File: config.mk
export PLATFORM = sky130hd
export DESIGN_NAME = pwm_duty_sequencer_flat
export DESIGN_NICKNAME = d
export VERILOG_FILES = /design/src/rtl/pwm_pkg.sv /design/src/rtl/pwm_duty_sequencer_if.sv /design/src/rtl/pwm_period_counter.sv /design/src/rtl/pwm_duty_sequencer.sv /design/src/flat_wrapper.sv
export SDC_FILE = /design/constraint.sdc
export NUM_CORES = 1
export LEC_CHECK = 0
export BUFFER_PORTS_ARGS = -buffer_cell sky130_fd_sc_hd__clkbuf_2
export CORE_AREA = 3 3 49 60
export DETAILED_ROUTE_END_ITERATION = 16
export DIE_AREA = 0 0 52 63
export MAX_ROUTING_LAYER = met4
export PLACE_DENSITY = 0.75
export SETUP_SLACK_MARGIN = 0.15
export SYNTH_ARGS = -nofsm -noshare
export SYNTH_HDL_FRONTEND = slang
export SYNTH_HIERARCHICAL = 1
export SYNTH_SLANG_ARGS = --single-unit
File: constraint.sdc
create_clock -name clk -period 1.8 [get_ports clk]
set_input_delay 0.27 -clock clk [delete_from_list [all_inputs] [get_ports clk]]
set_output_delay 0.27 -clock clk [all_outputs]
set_load 0.005 [all_outputs]
File: src/rtl/pwm_pkg.sv
// Shared PWM definitions: sequencer state encoding, default resolution and period helper.
package pwm_pkg;

  typedef enum logic {
    IDLE = 1'b0,
    RAMP = 1'b1
  } seq_state_e;

  localparam int unsigned PWM_R_DEF = 8;

  // Number of clocks in one PWM period of resolution r.
  function automatic int unsigned pwm_period(input int unsigned r);
    return 32'd1 << r;
  endfunction

endpackage

File: src/rtl/pwm_duty_sequencer_if.sv
// Target handshake, hold control and duty/status outputs of the PWM duty sequencer.
interface pwm_duty_sequencer_if #(
  parameter int unsigned R = pwm_pkg::PWM_R_DEF
);

  logic         tgt_valid;
  logic         tgt_ready;
  logic [R-1:0] tgt_duty;
  logic         hold;
  logic [R-1:0] duty;
  logic         period_tick;
  logic         busy;
  logic         done;

  modport master (
    output tgt_valid, tgt_duty, hold,
    input  tgt_ready, duty, period_tick, busy, done
  );

  modport slave (
    input  tgt_valid, tgt_duty, hold,
    output tgt_ready, duty, period_tick, busy, done
  );

endinterface

File: src/rtl/pwm_period_counter.sv
// Free-running R-bit PWM period counter; period_tick_o marks the last clock of each period.
module pwm_period_counter
  import pwm_pkg::*;
#(
  parameter int unsigned R = PWM_R_DEF
) (
  input  logic clk,
  input  logic reset_n,
  output logic period_tick_o
);

  localparam int unsigned LAST = pwm_period(R) - 1;

  logic [R-1:0] cnt_q;
  logic [R-1:0] cnt_d;

  assign cnt_d = cnt_q + R'(1);

  always_ff @(posedge clk or negedge reset_n) begin
    if (!reset_n) cnt_q <= '0;
    else          cnt_q <= cnt_d;
  end

  assign period_tick_o = (cnt_q == R'(LAST));

endmodule

File: src/rtl/pwm_duty_sequencer.sv
// Sequences the PWM duty toward an accepted target, updating only at period boundaries.
// Macro PWM_SEQ_RAMP_EN: STEP-limited ramp; undefined: target applied at the first free tick.
module pwm_duty_sequencer
  import pwm_pkg::*;
#(
  parameter int unsigned R    = PWM_R_DEF,
  parameter int unsigned STEP = 16
) (
  input logic                 clk,
  input logic                 reset_n,
  pwm_duty_sequencer_if.slave bus
);

  seq_state_e   state_q, state_d;
  logic [R-1:0] duty_q, duty_d;
  logic [R-1:0] target_q, target_d;
  logic         done_q, done_d;
  logic [R-1:0] duty_nxt;
  logic         tick;
  logic         upd;

  pwm_period_counter #(.R(R)) u_period_counter (
    .clk          (clk),
    .reset_n      (reset_n),
    .period_tick_o(tick)
  );

  assign upd = tick && !bus.hold;

`ifdef PWM_SEQ_RAMP_EN
  localparam int unsigned RW = R + 1;

  logic [R:0] mag;

  assign mag = (target_q >= duty_q) ? ({1'b0, target_q} - {1'b0, duty_q})
                                    : ({1'b0, duty_q} - {1'b0, target_q});

  // Close the gap by at most STEP; the final partial step lands exactly on target.
  always_comb begin
    if (mag <= RW'(STEP))        duty_nxt = target_q;
    else if (target_q > duty_q)  duty_nxt = duty_q + R'(STEP);
    else                         duty_nxt = duty_q - R'(STEP);
  end
`else
  logic [31:0] unused_step;

  assign unused_step = STEP;
  assign duty_nxt    = target_q;
`endif

  always_ff @(posedge clk or negedge reset_n) begin
    if (!reset_n) begin
      state_q  <= IDLE;
      duty_q   <= '0;
      target_q <= '0;
      done_q   <= 1'b0;
    end else begin
      state_q  <= state_d;
      duty_q   <= duty_d;
      target_q <= target_d;
      done_q   <= done_d;
    end
  end

  always_comb begin
    state_d = state_q;
    case (state_q)
      IDLE:    if (bus.tgt_valid && (bus.tgt_duty != duty_q)) state_d = RAMP;
      RAMP:    if (upd && (duty_nxt == target_q))             state_d = IDLE;
      default: state_d = IDLE;
    endcase
  end

  // An equal target completes without leaving IDLE; done is registered either way.
  always_comb begin
    duty_d   = duty_q;
    target_d = target_q;
    done_d   = 1'b0;
    case (state_q)
      IDLE: begin
        if (bus.tgt_valid) begin
          target_d = bus.tgt_duty;
          done_d   = (bus.tgt_duty == duty_q);
        end
      end
      RAMP: begin
        if (upd) begin
          duty_d = duty_nxt;
          done_d = (duty_nxt == target_q);
        end
      end
      default: ;
    endcase
  end

  assign bus.tgt_ready   = (state_q == IDLE);
  assign bus.busy        = (state_q == RAMP);
  assign bus.duty        = duty_q;
  assign bus.done        = done_q;
  assign bus.period_tick = tick;

endmodule
File: src/flat_wrapper.sv
// flat-port wrapper written by rule: the top's interface ports become plain ports
module pwm_duty_sequencer_flat import pwm_pkg::*;
#(
  parameter int unsigned R    = PWM_R_DEF,
  parameter int unsigned STEP = 16
)
  (clk, reset_n, bus_tgt_valid, bus_tgt_duty, bus_hold, bus_tgt_ready, bus_duty, bus_period_tick, bus_busy, bus_done);
  pwm_duty_sequencer_if #(.R(R)) bus_i ();
  input logic clk;
  input logic reset_n;
  input wire logic [$bits(bus_i.tgt_valid)-1:0] bus_tgt_valid;
  input wire logic [$bits(bus_i.tgt_duty)-1:0] bus_tgt_duty;
  input wire logic [$bits(bus_i.hold)-1:0] bus_hold;
  output wire logic [$bits(bus_i.tgt_ready)-1:0] bus_tgt_ready;
  output wire logic [$bits(bus_i.duty)-1:0] bus_duty;
  output wire logic [$bits(bus_i.period_tick)-1:0] bus_period_tick;
  output wire logic [$bits(bus_i.busy)-1:0] bus_busy;
  output wire logic [$bits(bus_i.done)-1:0] bus_done;
  assign bus_i.tgt_valid = bus_tgt_valid;
  assign bus_i.tgt_duty = bus_tgt_duty;
  assign bus_i.hold = bus_hold;
  assign bus_tgt_ready = bus_i.tgt_ready;
  assign bus_duty = bus_i.duty;
  assign bus_period_tick = bus_i.period_tick;
  assign bus_busy = bus_i.busy;
  assign bus_done = bus_i.done;
  pwm_duty_sequencer #(.R(R), .STEP(STEP)) u_core (.clk(clk), .reset_n(reset_n), .bus(bus_i));
endmodule
==> metrics.yaml, run 1 <==
outcome:
  status: "complete, but fails checks"
  violations: "setup timing"
global_route:
  grt_max_degree: 27
  antenna_found_initial: 0
  grt_pass1_wl_um: 3263
  grt_overflow_total: 0
  use_met1: 0.1497
  grt_pass1_vias: 784
  grt_use_met2: 0.2358
  grt_busiest_layer: "met2"
  grt_usage: 0.1350
  use_met3: 0.01432
sta:
  setup_viol: 4
  hold_viol_final: 0
  max_freq_ghz: 0.5532
  final_max_slew_viol_count: 0
  post-route-period-util: 1.004
  setup_slack_ns: -0.007794
  setup_tns_ns: -0.02030
  max_slew_margin: 0.5937
  fin_crit_ns: 1.808
  rsz0062_at_grt: "yes"
  worstMarginPinSlew_ns: 0.6095
  fin_skew_ns: 0.01126
power_and_ir_drop:
  p_leak_nw: 0.6827
  p_per_area_nw_per_um2: 743.7
  ir_drop_mv: 0.3533
logic_synthesis:
  synth_area_um2: 1136
  yosysMostFrequentCell: "dfrtp_1"
  synth_edf_count: 0
  ys_ff_latch: 26
  synth_cell_types: 21
  synth.area.top_cells: "dfrtp_1 (57%), mux2_4 (11%), xnor2_1 (8.5%)"
  synthTopCellsByCount: "dfrtp_1 (26), xnor2_1 (11), mux2_2 (8), mux2_4 (8)"
  avgSynthCellArea_um2: 14.03
  synthFlopType: "dfrtp_1"
  syn-num-nets: 94
  yosys.area.top_type: "dfrtp_1"
  ys_seq_area_frac: 0.5727
  synth_cells: 81
  synth_top_area_frac: 0.5727
  synth-async-reset-ratio: 1.000
  yosys_warnings: 6
hold_path:
  hp-class: "in -> reg"
flow_run:
  maxCapViolCount: 0
critical_path:
  critPathLaunchType: "register"
  required_ns: 2.00
  cp_max_fo: 5
  crit_chain: "ha_2, nand2_2, nor2_4, and3_4, inv_2, or3_4, mux2_4"
  path_buf_inv: 1
  path_class: "reg -> reg"
  critical-path-max-stage-delay_ns: 0.43
  crit_path_end_kind: "register"
  crit_family: "simple AND/OR/NAND/NOR gates"
  crit_slowest_cell: "or3_4"
  cp.arrival_ns: 2.01
clocking:
  cts_root_buffer: "clkbuf_4"
  cts-buffers-inserted: 3
  worstSkewPairLatency_ns: 0.31
  cts_tree: "done"
  cts_sinks: 26
  clock_path_buffers: 2
  htree_levels: 1
  cts.clk_slew.worst_paths_ns: 0.13
final_layout:
  final_core_util: 0.5687
  area.growth.synth_to_final_pct: 24.01
  drive_gt1_frac: 0.5391
  n_antenna_cell: 0
  final_area_um2: 1409
  nNetsFinal: 130
placed_design:
  gp_congestion: 0.7319
  dp_hpwl_um: 1401
  preCtsSetupSlack_ns: -0.0001333
  place_area_um2: 1331
  portBuffers: 23
floorplan:
  dieHeight_um: 63
  coreArea_um2: 2477
  fp-row-count: 20
  initial_core_util: 0.4586
  die_area_um2: 3276
  pin_count: 24
  die_x_um: 52
detailed_routing:
  drc: 0
  vias: 714
  post_drt_wl_per_cell_um: 12.56
  drtPass1Iterations: 3
  ant_nets: 0
  wl_um: 1859
  viasPerCell: 4.824
  drt_iter0_markers: 9
==> power by group <==
part	internal (mW)	total, mW	switching (mW)
Sequential	0.656	0.693	0.0364
Clock	0.0783	0.230	0.152
Combinational	0.0774	0.125	0.0473
Total	0.812	1.05	0.236
==> sequential cells by signal (all words and copies together) (netlist names) <==
name / cells
u_core/duty_nxt: 8
u_core/u_period_counter/cnt_q: 8
u_core/bus.duty: 8
u_core/bus.done: 1
u_core/bus.busy: 1
==> cell families after synthesis <==
| logic type | after synthesis | synth area share |
|---|---|---|
| buffers and inverters | 6 | 0.02752 |
| xor gates and xnor gates | 14 | 0.1079 |
| muxes | 16 | 0.1850 |
| adders and majority gates | 1 | 0.01101 |
| AOI/OAI and AO/OA | 3 | 0.01542 |
| and+or+nand+nor | 15 | 0.08040 |
| DFF | 26 | 0.5727 |
==> worst register-to-register path, delay by kind of cell, from the launching register on <==
family	cells	cell delay [ns]
and+or+nand+nor	4	0.76
DFF	1	0.38
muxes	1	0.32
buffers and inverters	1	0.04
adders and majority gates	1	0.19
==> final cells by class <==
type                            instances  area [um2]
Clock buffer                            3       22.52
Multi-Input combinational cell         50       488.0
Tap cell                               33       41.29
Inverter                                4       15.01
Fill cell                             205        1069
Timing Repair Buffer                   32       191.4
Sequential cell                        26       650.6
==> cells in the final DEF, fill, tap and decap left out, drive strengths merged, types with 2 or more instances in the layout <==
| cell | Yosys | final |
|---|---|---|
| dfrtp | 26 | 26 |
| clkbuf | 0 | 25 |
| mux2 | 16 | 16 |
| xnor2 | 11 | 11 |
| buf | 2 | 9 |
| inv | 4 | 4 |
| xor2 | 3 | 3 |
| nand2 | 3 | 3 |
| nor2 | 3 | 3 |
| nand3 | 3 | 3 |
| or3 | 1 | 2 |
| nand4 | 2 | 2 |
| o21ai | 2 | 2 |
==> routing by layer <==
| metal | part of all wire | vias to the layer above |
|---|---|---|
| met2 | 0.55 | 16 |
| li1 | - | 342 |
| met1 | 0.39 | 351 |
| met5 | 0 | - |
| met4 | 0.019 | 0 |
| met3 | 0.041 | 5 |
==> through the flow <==
step	total power, mW	std cells	hold WS (ns)
6_report	1.048	148	0.2073
5_1_grt	1.109	148	0.2078
4_1_cts	1.074	147	0.1928
3_5_place_dp	0.8323	141	0.3124
3_3_place_gp	0.8215	141	0.3107
2_1_floorplan	0.7792	81	-0.02559
==> path summary, 6_finish.rpt <==
kind | from | endpoint | cells after the start | slack [ns]
min reg2reg | u_core/u_period_counter/cnt_q[7] | u_core/u_period_counter/cnt_q[7] | 1 | 0.50
max | u_core/u_period_counter/cnt_q[0] | u_core/bus.duty[3] | 7 | -0.008
max in group asynchronous | reset_n | u_core/duty_nxt[6] | 2 | 0.92
max reg2reg | u_core/u_period_counter/cnt_q[0] | u_core/bus.duty[3] | 7 | -0.008
min | bus_tgt_duty[4] | u_core/duty_nxt[4] | 2 | 0.21
min in group asynchronous | reset_n | u_core/u_period_counter/cnt_q[6] | 2 | 0.48
==> what timing repair did <==
action,CTS,global route
endpoints found under the setup margin,9,9
cloned,1,0
pin swaps,5,3
hold endpoints to repair,26,0
setup buffers,1,1
resized for setup,2,3
hold buffers,1,0
Note: power is estimated with default switching activity, not from simulation.
==> inputs of run 2 (changes only) <==
- PLACE_DENSITY: 0.75 -> 0.7
==> run 2 against run 1 <==
  * The flow now finishes without violations
  * Worst hold slack lost 0.013 ns
  * Sequential share of layout area is 1.5 points lower
  * Routed wire length grew 9.0%
  * Critical path depth unchanged
  * Sequential cell count is the same
  * Die area did not move
  * Maximum frequency rose by 3.4%
  * Combinational power is essentially flat
  * Setup slack gained 0.059 ns
  * Non-clock buffer count is 3 higher
  * Register-to-register slack improved by 0.06 ns
  * Cell area rose by 3.4%
  * Largest cell class unchanged
==> metrics.yaml, run 2 (synthesized netlist as in run 1, its figures left out) <==
outcome:
  status: "completed"
clocking:
  cts_tree: "done"
  cts-buffers-inserted: 3
  cts_sinks: 26
  cts_root_buffer: "clkbuf_4"
  htree_levels: 1
  cts.clk_slew.worst_paths_ns: 0.14
  worstSkewPairLatency_ns: 0.32
  clock_path_buffers: 2
detailed_routing:
  vias: 724
  drc: 0
  post_drt_wl_per_cell_um: 13.33
  viasPerCell: 4.763
  wl_um: 2026
  drt_iter0_markers: 5
  drtPass1Iterations: 4
  ant_nets: 0
final_layout:
  nNetsFinal: 133
  final_core_util: 0.5879
  layout_commonest_cell: "dfrtp_1"
  mostFrequentLayoutCells: "dfrtp_1 (26), clkbuf_2 (22), buf_4 (11), xnor2_1 (11)"
  drive_gt1_frac: 0.5546
  final_area_um2: 1456
  area.growth.synth_to_final_pct: 28.19
  n_antenna_cell: 0
  num-fill-cells: 197
sta:
  max_slew_margin: 0.5794
  rsz0062_at_grt: "yes"
  worstMarginPinSlew_ns: 0.6309
  fin_skew_ns: 0.007546
  setup_tns_ns: 0
  max_freq_ghz: 0.5718
  hold_viol_final: 0
  whs_ns: 0.1938
  post-route-period-util: 0.9716
  setup_viol: 0
  fin_crit_ns: 1.749
  final_max_slew_viol_count: 0
critical_path:
  cp.arrival_ns: 1.97
  path_class: "reg -> reg"
  timing.rr.start: "u_core/u_period_counter/cnt_q[0]"
  critPathLaunchType: "register"
  cp_max_fo: 5
  r2r_end: "u_core/bus.duty[2]"
  ff2ff_path_depth: 7
  required_ns: 2.02
  crit_path_end_kind: "register"
  r2r_setup_slack_ns: 0.05
floorplan:
  pin_count: 24
  coreArea_um2: 2477
  initial_core_util: 0.4586
  die_x_um: 52
  dieHeight_um: 63
  die_area_um2: 3276
  fp-row-count: 20
hold_path:
  min_to: "u_core/duty_nxt[6]"
  hp-class: "in -> reg"
  whs_path_depth: 2
  holdCritStartpoint: "bus_tgt_duty[6]"
global_route:
  grt_overflow_total: 0
  grt_usage: 0.1511
  grt_pass1_vias: 748
  antenna_found_initial: 0
  grt_pass1_wl_um: 3491
  grt_max_degree: 27
power_and_ir_drop:
  p_leak_nw: 0.7131
  ir_drop_mv: 0.4419
  p_per_area_nw_per_um2: 837.7
flow_run:
  maxCapViolCount: 0
placed_design:
  place_area_um2: 1331
  dp_hpwl_um: 1444
  portBuffers: 23
  gp_congestion: 0.7004
run 2: cell type report:
| type | count | area (um2) | share of cell area |
|---|---|---|---|
| multi-input combinational | 50 | 483.0 | 0.3316 |
| clock inverter | 1 | 30.03 | 0.02062 |
| clock buffer | 3 | 22.52 | 0.01546 |
| tap | 33 | 41.29 | 0.02835 |
| timing repair buffer | 35 | 214.0 | 0.1469 |
| sequential | 26 | 650.6 | 0.4467 |
| inverter | 4 | 15.01 | 0.01031 |
run 2: routing by layer:
layer	vias to the layer above	routed length, um	track usage
met5	-	0	-
met4	0	29	0.09836
met3	2	97	0.02148
met2	18	1007	0.2343
met1	352	892	0.1783
li1	352	-	-
run 2: how the worst max path moves through the flow:
stage	startpoint	end	slack, ns	cells past startpoint
6_report	u_core/u_period_counter/cnt_q[0]	u_core/bus.duty[2]	0.05	7
2_1_floorplan	u_core/u_period_counter/cnt_q[0]	u_core/bus.duty[0]	-0.06	8
3_5_place_dp	u_core/u_period_counter/cnt_q[1]	u_core/bus.duty[1]	0.003	7
5_1_grt	u_core/u_period_counter/cnt_q[1]	u_core/bus.duty[2]	0.01	7
3_3_place_gp	u_core/u_period_counter/cnt_q[1]	u_core/bus.duty[1]	0.03	7
4_1_cts	u_core/u_period_counter/cnt_q[0]	u_core/bus.duty[2]	0.02	7
run 2: critical path, cell delays in order, from the launching register on:
cell	delay, ns
dfrtp_1	0.38
ha_2	0.19
nand2_2	0.05
nor2_2	0.09
and3_4	0.19
inv_2	0.04
or3_4	0.39
mux2_4	0.32
run 2: through the flow:
step,setup WS (ns),power (mW),std cells
finish,0.05117,1.220,152
global route,0.009853,1.273,152
CTS,0.02387,1.234,151
detailed placement,0.002635,0.8332,141
global placement,0.03426,0.8241,141
floorplan,-0.05568,0.7792,81
run 2: power by group:
group / switching (mW) / internal (mW)
clock network: 0.174 / 0.225
logic: 0.0485 / 0.0774
registers: 0.0384 / 0.656
run 2: timing repair:
item / CTS / global route
buffers inserted: 4 / 1
pin swaps: 5 / 1
resized for setup: 3 / 1
cloned: 1 / 0
setup endpoints to repair: 9 / 9
hold buffers: 1 / 0
endpoints found under the hold margin: 26 / 0
==> inputs of run 3 (changes only) <==
- CORE_AREA: 3 3 49 60 -> 3 3 47 58
- DIE_AREA: 0 0 52 63 -> 0 0 50 61
- PLACE_DENSITY: 0.7 -> 0.73
- clock period: 1.8 -> 1.7 ns (I/O delays scaled with it)
==> run 3 against run 2 <==
  * Critical endpoint is now u_core/bus.duty[4]
  * Worst hold slack gained 0.00066 ns
  * First-iteration DRC count grew to 3.4 times the previous value
  * Clock skew shrank 0.0025 ns
  * Global-route usage grew 0.84 points
  * Sequential share of layout area grew 0.70 points
  * The run now ends with setup timing left
==> metrics.yaml, run 3 (synthesized netlist as in run 1, its figures left out) <==
clocking:
  htree_levels: 1
  cts_sinks: 26
  clock_path_buffers: 2
  cts-buffers-inserted: 3
  worstSkewPairLatency_ns: 0.31
  cts.clk_slew.worst_paths_ns: 0.13
  cts_tree: "done"
  cts_root_buffer: "clkbuf_4"
global_route:
  grt_overflow_total: 0
  antenna_found_initial: 0
  grt_max_degree: 27
  grt_usage: 0.1595
  grt_pass1_vias: 760
  grt_pass1_wl_um: 3401
critical_path:
  timing.rr.start: "u_core/u_period_counter/cnt_q[1]"
  critPathLaunchType: "register"
  required_ns: 1.91
  crit_path_end_kind: "register"
  r2r_setup_slack_ns: -0.10
  r2r_end: "u_core/bus.duty[4]"
  path_class: "reg -> reg"
  cp.arrival_ns: 2.01
  cp_max_fo: 5
  ff2ff_path_depth: 7
final_layout:
  area.growth.synth_to_final_pct: 26.21
  layout_commonest_cell: "dfrtp_1"
  n_antenna_cell: 0
  nNetsFinal: 134
  mostFrequentLayoutCells: "dfrtp_1 (26), clkbuf_2 (22), xnor2_1 (11)"
  num-fill-cells: 177
  final_core_util: 0.6349
  drive_gt1_frac: 0.5462
hold_path:
  holdCritStartpoint: "bus_tgt_duty[4]"
  min_to: "u_core/duty_nxt[4]"
  whs_path_depth: 2
  hp-class: "in -> reg"
detailed_routing:
  post_drt_wl_per_cell_um: 13.93
  drc: 0
  drt_iter0_markers: 17
  ant_nets: 0
  vias: 730
  drtPass1Iterations: 4
  viasPerCell: 4.867
  wl_um: 2090
floorplan:
  die_x_um: 50
  dieHeight_um: 61
  coreArea_um2: 2258
  pin_count: 24
  initial_core_util: 0.5030
  fp-row-count: 19
  die_area_um2: 3050
placed_design:
  dp_hpwl_um: 1433
  preCtsSetupSlack_ns: -0.1322
  portBuffers: 23
  gp_congestion: 0.7389
power_and_ir_drop:
  p_sw_frac: 0.2329
  clkPwrFrac: 0.226
  intPower_mw: 0.8595
  combPwrFrac: 0.120
  p_per_area_nw_per_um2: 781.4
  switching_power_mw: 0.2610
  p_leak_nw: 0.7042
  ir_drop_mv: 0.5027
  seq_power_share: 0.655
outcome:
  violations: "setup timing"
  status: "complete, but fails checks"
sta:
  max_slew_margin: 0.5732
  setup_slack_ns: -0.1003
  post-route-period-util: 1.059
  final_max_slew_viol_count: 0
  fin_crit_ns: 1.800
  max_freq_ghz: 0.5555
  hold_viol_final: 0
  fin_skew_ns: 0.005063
  setup_viol: 9
  worstMarginPinSlew_ns: 0.6402
  rsz0062_at_grt: "yes"
flow_run:
  maxCapViolCount: 0
## run 3: cell types whose count changed in the layout (fill, tap and decap cells not counted), sizes merged
cell | previous run | this run
buf | 12 | 13
bufinv | 1 | 0
## run 3: timing repair
item,in CTS,in global routing
endpoints found under the setup margin,10,10
cloned,1,0
setup buffers,2,2
hold endpoints to repair,26,0
pin swaps,4,5
resized for setup,2,3
hold buffers,1,0
## run 3: stage by stage
| step | total power, mW | cells | setup TNS, ns | hold WS [ns] | instance area [um2] |
|---|---|---|---|---|---|
| detailed placement | 0.8818 | 141 | -0.9968 | 0.3113 | 1344 |
| finish | 1.120 | 150 | -0.7237 | 0.1945 | 1434 |
| global placement | 0.8685 | 141 | -0.6068 | 0.2974 | 1344 |
| global route | 1.178 | 150 | -1.526 | 0.1823 | 1434 |
| floorplan | 0.8250 | 81 | -1.245 | -0.04059 | 1150 |
| CTS | 1.139 | 148 | -0.6300 | 0.1852 | 1406 |
## run 3: critical path, cell delays in order (launching register included)
cell     delay, ns
dfrtp_1       0.38
ha_2          0.19
nand2_2       0.05
nor2_2        0.12
and3_4        0.20
inv_2         0.05
or3_4         0.39
mux2_4        0.32
## run 3: layout make-up
cell class,count,area [um2],share of cell area
Clock buffer,3,22.52,0.01571
Tap cell,31,38.79,0.02705
Inverter,4,15.01,0.01047
Multi-Input combinational cell,50,478.0,0.3333
Sequential cell,26,650.6,0.4538
Timing Repair Buffer,36,229.0,0.1597
## run 3: layer usage
layer	part of all wire	global-route usage	up-vias	wire length, um
met1	0.47	0.2016	356	976
li1	-	-	352	-
met3	0.048	0.02457	2	100
met4	0.0091	0.07115	0	19
met2	0.48	0.2537	20	995
met5	0	-	-	0
## run 3: power groups by stage
stage	clock [mW]	sequential, mW	combinational (mW)
after CTS	0.267	0.735	0.137
after floorplan	0	0.736	0.0893
after detailed placement	0	0.748	0.134
after global placement	0	0.743	0.126
final	0.253	0.734	0.134
after global routing	0.285	0.746	0.147
## run 3: how the worst max path moves through the flow
stage / startpoint / to / slack (ns) / depth (start not counted)
2_1_floorplan: u_core/u_period_counter/cnt_q[0] / u_core/bus.duty[0] / -0.16 / 8
3_3_place_gp: u_core/u_period_counter/cnt_q[1] / u_core/bus.duty[2] / -0.08 / 7
3_5_place_dp: u_core/u_period_counter/cnt_q[1] / u_core/bus.duty[4] / -0.13 / 7
4_1_cts: u_core/u_period_counter/cnt_q[1] / u_core/bus.duty[4] / -0.10 / 7
5_1_grt: u_core/u_period_counter/cnt_q[0] / u_core/bus.duty[0] / -0.17 / 7
6_report: u_core/u_period_counter/cnt_q[1] / u_core/bus.duty[4] / -0.10 / 7
